<file path="src/rtl/rv_pkg.sv">
// rtl/rv_pkg.sv - shared RISC-V opcode and PC-increment constants
package rv_pkg;

    localparam logic [6:0] OPC_JAL    = 7'b1101111;
    localparam logic [6:0] OPC_JALR   = 7'b1100111;
    localparam logic [6:0] OPC_BRANCH = 7'b1100011;

    localparam int unsigned PC_INCR = 4;

endpackage

</file>
<file path="src/rtl/if_next_pc.sv">
// rtl/if_next_pc.sv - combinational next-PC select (optional IF_TARGET_ALIGN_EN)
module if_next_pc
    import rv_pkg::*;
#(
    parameter int N = 32
) (
    input  logic [N-1:0] pc,
    input  logic [6:0]   opcode,
    input  logic         and_out,
    input  logic [N-1:0] pc_signed_offset,
    output logic [N-1:0] pc_new
);

`ifdef IF_TARGET_ALIGN_EN
    // Redirect targets are forced onto a word boundary.
    localparam logic [N-1:0] TARGET_MASK = {{(N-2){1'b1}}, 2'b00};
`else
    // Redirect targets pass through untouched.
    localparam logic [N-1:0] TARGET_MASK = {N{1'b1}};
`endif

    logic [N-1:0] pc_seq;
    logic [N-1:0] pc_rel;
    logic [N-1:0] pc_ind;

    // Adds wrap modulo 2^N; negative offsets work via two's complement.
    assign pc_seq = pc + N'(PC_INCR);
    assign pc_rel = pc + pc_signed_offset;
    // JALR target is already rs1+imm; the ISA requires bit 0 cleared.
    assign pc_ind = {pc_signed_offset[N-1:1], 1'b0};

    // Priority select: JAL, JALR, taken branch, otherwise sequential.
    always_comb begin
        pc_new = pc_seq;
        if (opcode == OPC_JAL) begin
            pc_new = pc_rel & TARGET_MASK;
        end else if (opcode == OPC_JALR) begin
            pc_new = pc_ind & TARGET_MASK;
        end else if ((opcode == OPC_BRANCH) && and_out) begin
            pc_new = pc_rel & TARGET_MASK;
        end
    end

endmodule

</file>
<file path="src/rtl/rv_if_stage.sv">
// rtl/rv_if_stage.sv - instruction-fetch stage PC register (optional IF_TARGET_ALIGN_EN)
module rv_if_stage
    import rv_pkg::*;
#(
    parameter int           N        = 32,
    parameter logic [N-1:0] RESET_PC = '0
) (
    input  logic         clk,
    input  logic         reset,
    input  logic         and_out,
    input  logic [6:0]   opcode,
    input  logic [N-1:0] pc_signed_offset,
    output logic [N-1:0] address,
    output logic [N-1:0] pc_new
);

    logic [N-1:0] pc_q;

    if_next_pc #(
        .N(N)
    ) u_next_pc (
        .pc               (pc_q),
        .opcode           (opcode),
        .and_out          (and_out),
        .pc_signed_offset (pc_signed_offset),
        .pc_new           (pc_new)
    );

    // PC register: synchronous reset overrides the next-PC select.
    always_ff @(posedge clk) begin
        if (reset) begin
            pc_q <= RESET_PC;
        end else begin
            pc_q <= pc_new;
        end
    end

    assign address = pc_q;

endmodule

</file>
<file path="config.mk">
export PLATFORM = sky130hd
export DESIGN_NAME = rv_if_stage
export DESIGN_NICKNAME = d
export VERILOG_FILES = /design/src/rtl/rv_pkg.sv /design/src/rtl/if_next_pc.sv /design/src/rtl/rv_if_stage.sv
export SDC_FILE = /design/constraint.sdc
export NUM_CORES = 1
export LEC_CHECK = 0
export ABC_AREA = 1
export CORE_MARGIN = 4
export CORE_UTILIZATION = 40
export CTS_BUF_LIST = sky130_fd_sc_hd__clkbuf_16
export DETAILED_ROUTE_END_ITERATION = 6
export PLACE_DENSITY = 0.65
export SKIP_CTS_REPAIR_TIMING = 1
export SLEW_MARGIN = 0
export SYNTH_ARGS = -nofsm -noshare
export SYNTH_HDL_FRONTEND = slang
export SYNTH_SLANG_ARGS = --single-unit
</file>
<file path="constraint.sdc">
create_clock -name clk -period 2.13 [get_ports clk]
set_input_delay 0.213 -clock clk [delete_from_list [all_inputs] [get_ports clk]]
set_output_delay 0.213 -clock clk [all_outputs]
set_load 0.1 [all_outputs]
</file>
# ---- Yosys cells after proc, flatten, opt, wreduce, memory -nomap -nowiden
# Index checks and enable logic that the tools add are counted.
dict set report totals {
  reg_bits 32
  input_bits 42
  out_inout_bits 64
  elab_cells 10
}
dict set report op_classes {
  addsub 2
  n_eq_ne 3
  mux 3
  n_reduce_logical 1
}
# cell count
set ops {}
lappend ops {{32-bit 2-to-1 mux} 3}
lappend ops {{32-bit by 3-bit adder with 32-bit output, second input constant} 1}
lappend ops {{32-bit adder} 1}
lappend ops {{7-bit equality test, second input constant} 3}
lappend ops {{1-bit logical AND} 1}

# ---- Logic depth before layout (Yosys ltp)
dict set report depth {
  depth_word 5
  mapped_depth 16
  ltp_nobuf 16
}

# ---- Hierarchy
# A second synthesis with hierarchy kept.
dict set report unflattened {
  hier_cells 834
  area_unflattened_um2 4590.7
}
# mod n_inst cells_per_inst area_each_um2 seq_area_each_um2
set by_module_without_submodules {}
lappend by_module_without_submodules {if_next_pc 1 735 3676.0 0.0}
lappend by_module_without_submodules {rv_if_stage 1 99 914.6 640.6}

# ---- Worst setup path after synthesis
# No wires, ideal clock.
dict set report synth_path {
  kind {flip-flop to flip-flop}
  start {register pc_q[2] (netlist: address[2])}
  end {register pc_q[3] (netlist: address[3])}
  setup_time_ps 72
  t_arrival_ps 3788
  required_ps 2058
  setup_slack_ps -1730
  path_stages_with_launch 9
  n_path_buf 0
  synth_period_minus_slack_ps 3860
  cell_sequence {dfxtp_1 -> ha_1 -> or2_1 -> nand2_1 -> xor2_1 -> nand2_1 -> o211ai_1 -> a22oi_1 -> nor2b_1}
}
dict set report synth_via {
  elab_chain_cells 4
  word_cells_on_any_way 5
  cone_classes {add/sub (2); mux (3)}
}
# element line_no
set synth_lines {}
lappend synth_lines {{start: declaration} rv_if_stage.sv:17} ;# logic [N-1:0] pc_q;
lappend synth_lines {{start signal: assignment} rv_if_stage.sv:34} ;# pc_q <= pc_new;
lappend synth_lines {{32-bit by 3-bit adder with 32-bit output or 32-bit adder (tied branches)} {if_next_pc.sv:27, if_next_pc.sv:28}}
lappend synth_lines {{32-bit 2-to-1 mux} if_next_pc.sv:39} ;# end else if ((opcode == OPC_BRANCH) && and_out) begin
lappend synth_lines {{32-bit 2-to-1 mux} if_next_pc.sv:37} ;# end else if (opcode == OPC_JALR) begin
lappend synth_lines {{32-bit 2-to-1 mux (*)} if_next_pc.sv:35} ;# if (opcode == OPC_JAL) begin
lappend synth_lines {{via pc_new[3]} rv_if_stage.sv:14} ;# output logic [N-1:0] pc_new
# Mark *: on every way through the listed nets, which the timed path passes. The rest lies on a longest branch.
# A chain may end at the register's enable or synchronous reset.

# ---- Worst setup path in the final report
dict set report layout_path {
  start {register pc_q[13] (netlist: address[13])}
  end {output pc_new[22]}
}
dict set report layout_via {
  elab_chain_cells 4
  word_cells_on_any_way 5
  cone_classes {add/sub (2); mux (3)}
}
# element line_no
set layout_lines {}
lappend layout_lines {{32-bit by 3-bit adder with 32-bit output or 32-bit adder (tied branches)} {if_next_pc.sv:27, if_next_pc.sv:28}}
lappend layout_lines {{32-bit 2-to-1 mux} if_next_pc.sv:39}
lappend layout_lines {{32-bit 2-to-1 mux} if_next_pc.sv:37}
lappend layout_lines {{32-bit 2-to-1 mux (*)} if_next_pc.sv:35}
lappend layout_lines {{end: declaration} rv_if_stage.sv:14}
# Mark *: on every way between the ends. The rest lies on a longest branch, timed or not.

==> run_results.csv <==
group,metric,value,unit
logic_synthesis,yosys.area.top_type,"nand2_1",
sta,setup_tns,-10.49,ns
logic_synthesis,synth.avg_cell_area,5.34,um2
critical_path,critPathLaunch,"address[13]$_SDFF_PP0_",
clocking,clk_pin_slew,0.06,ns
layout,stdcell_area,0.00933,mm2
detailed_routing,met2_length,10000,um
critical_path,cp_cell_sequence,"ha_4, nand2_1, inv_1, nand2_1, nor3_1, nand2_2, nand2_4, nand3_1, nand2_1, xor2_1, nand2_1, nand2_2, clkinvlp_4, buf_12",
layout,n_antenna_cell,0,
placed_design,place.gp.congestion,0.997,
sta,timing.fmax,372,MHz
detailed_routing,ant_nets,0,
critical_path,required,1.92,ns
critical_path,worst-path-buf-inv,3,
detailed_routing,wire_per_inst,16.7,um
sta,worst_pin_slew,0.432,ns
critical_path,setup.worst_path.class,"flip-flop to output port",
critical_path,worstSetupStartpointType,"flip-flop",
pwr,fin_total_pwr,2.50,mW
detailed_routing,drt_iter0_markers,698,
layout,drive_above_1_share,47.1,%
floorplanning,die_w,118,um
logic_synthesis,synth_area,0.00488,mm2
detailed_routing,num_vias,6954,
pwr,p_leak,4.72,nW
clocking,tritoncts,"done",
layout,area_growth,91.2,%
logic_synthesis,synth-xor-area-share,5.03,%
outcome,violations,"negative setup slack",
detailed_routing,vias_per_cell,5.34,
detailed_routing,m1WireLength,9330,um
floorplanning,start_util,40.8,%
logic_synthesis,synthDistinctLibCells,45,
logic_synthesis,async_reset_ff_share,0,%
grt,gr-usage-all-layers,27.5,%
sta,rsz0062_at_grt,"yes",
logic_synthesis,synth_commonest_cells,"nand2_1 (346), inv_1 (143), nor2_1 (89)",
critical_path,cp-end-kind,"output port",
floorplanning,num_rows,40,
outcome,status,"finished, violations left",
logic_synthesis,synth_seq_area_share,13.1,%
sta,hold_viol,0,
run,drv_cap,0,
critical_path,cp_data_arrival_time,2.48,ns
logic_synthesis,synth.most_common_cell,"nand2_1",
sta,finalCritPeriodShare,126,%
logic_synthesis,synth_compound_area_share,11.4,%
detailed_routing,drt_wl_total,21700,um
sta,worst_slack,-0.561,ns
logic_synthesis,synth_top_flop_cell,"dfxtp_1",
grt,grt_pass1_vias,6124,
grt,antenna_found_initial,0,
clocking,cts_buffer_depth,2,
placed_design,dp_hpwl,16500,um
detailed_routing,top_layer,"met4",
logic_synthesis,synth.area.mux_share,0,%
logic_synthesis,synth_edf_count,0,
logic_synthesis,yosys_register_bits,32,
sta,holdWs,0.431,ns
clocking,cts.sinks,32,
hold_path,hold_path.startpoint,"pc_signed_offset[14]",
clocking,clkLatencyLatePin,0.30,ns
logic_synthesis,synth_top_family_by_area,"simple AND/OR/NAND/NOR gates",
logic_synthesis,synth_cells,913,
sta,slew_violations,0,
logic_synthesis,synth_fa_ha_area_share,8.62,%
floorplanning,core_area,0.0120,mm2
placed_design,io_buffers,105,
detailed_routing,first_pass_iters,6,
sta,slew_headroom,71.2,%
floorplanning,chipHeight,118,um
logic_synthesis,yosys.area_share.simple,48.9,%
logic_synthesis,yosys-top-cells-area,"nand2_1 (27%), dfxtp_1 (13%), inv_1 (11%)",
logic_synthesis,syn-num-nets,988,
critical_path,crit_path_frequent_cell,"nand2_1",
logic_synthesis,ys_warn_count,0,
hold_path,hold_path.class,"input port to flip-flop",
floorplanning,die_area,0.0140,mm2
detailed_routing,drc,0,
floorplanning,num_io_pins,106,
placed_design,placed_area,0.00788,mm2
critical_path,critPathMaxFanout,5,
logic_synthesis,synth.top_cell.area_share,26.6,%
pwr,irDropWorstVdd,0.221,mV
critical_path,crit_slowest_cell,"dfxtp_4",
critical_path,crit_family,"simple AND/OR/NAND/NOR gates",
sta,fin_crit,2.69,ns
sta,clock_skew,0.00216,ns
clocking,ctsHtreeMaxLevel,2,
critical_path,rr_startpoint,"address[13]$_SDFF_PP0_",
clocking,clockRootBuffer,"clkbuf_16",
clocking,numCtsBuffers,5,
layout,final_nets,1231,
sta,setup_violations,30,
grt,grt-ovfl-total,0,
detailed_routing,met3WireLength,1710,um
pwr,power_density,268,mW/mm2
critical_path,slowest_delay,0.37,ns
grt,grt_max_degree,33,
grt,grt_pass1_wl,30900,um
layout,largest_register_ffs,32,
## layout make-up
class | instances | area, um2
Clock buffer | 5 | 125
Clock inverter | 2 | 7.51
Fill cell | 835 | 2630
Inverter | 147 | 627
Multi-Input combinational cell | 720 | 5070
Sequential cell | 32 | 757
Tap cell | 147 | 184
Timing Repair Buffer | 249 | 2550
Timing Repair inverter | 1 | 5.00
## worst reg2reg max path, delay by kind of cell (launching register included)
| family | cells | cell delay (ns) |
|---|---|---|
| and+or+nand+nor | 12 | 1.12 |
| adders and majority gates | 1 | 0.32 |
| DFF | 1 | 0.37 |
| buffers and inverters | 3 | 0.28 |
## routing by layer
layer	vias to the layer above	track usage [%]
li1	3346	-
met1	3227	38.7
met2	320	43.9
met3	61	3.88
met4	0	7.53
met5	-	0
## cell families (layout without fill, tap and decap cells)
group	after synthesis	count (layout)
simple gates	560	560
buf+inv	161	404
compound gates	99	99
fa+ha+maj	33	33
flops	32	32
xor+xnor	28	28
## layout by cell type, fill, tap and decap left out, types with 8 or more instances in the layout
master,Yosys,layout
nand2_2,7,75
nand3_4,0,9
o21ai_0,29,17
nor3_2,3,8
nor2_4,3,16
nor2_2,6,18
nand3_1,64,41
o21ai_1,2,8
buf_12,0,35
clkinvlp_4,0,16
dlymetal6s2s_1,0,36
nand2_4,0,24
dfxtp_4,0,31
nand3_2,4,18
inv_1,143,107
buf_6,2,14
nand2_1,346,249
inv_2,3,17
xor2_1,22,18
a21oi_2,1,18
nor2_1,89,64
a21oi_1,44,22
ha_4,0,29
buf_4,1,159
## power by group
part,internal (mW),switching [mW],total (mW)
combinational,0.472,0.703,1.17
sequential,0.581,0.0191,0.600
clock,0.419,0.304,0.723
## metrics by stage
step	utilization [%]	setup WS [ns]	instances
floorplan	-	-0.432	913
global placement	65.9	-0.601	1270
detailed placement	65.9	-0.624	1270
CTS	67.0	-0.629	1277
global route	78.0	-0.676	1303
finish	78.0	-0.561	1303
## worst paths after layout
kind | slack (ns) | end | depth (start not counted)
setup / recovery | -0.56 | pc_new[22] | 14
hold / removal | 0.43 | address[14]$_SDFF_PP0_ | 5
setup reg to reg | -0.02 | address[30]$_SDFF_PP0_ | 16
hold reg to reg | 0.70 | address[1]$_SDFF_PP0_ | 3
Note: power is estimated with default switching activity, not from simulation.
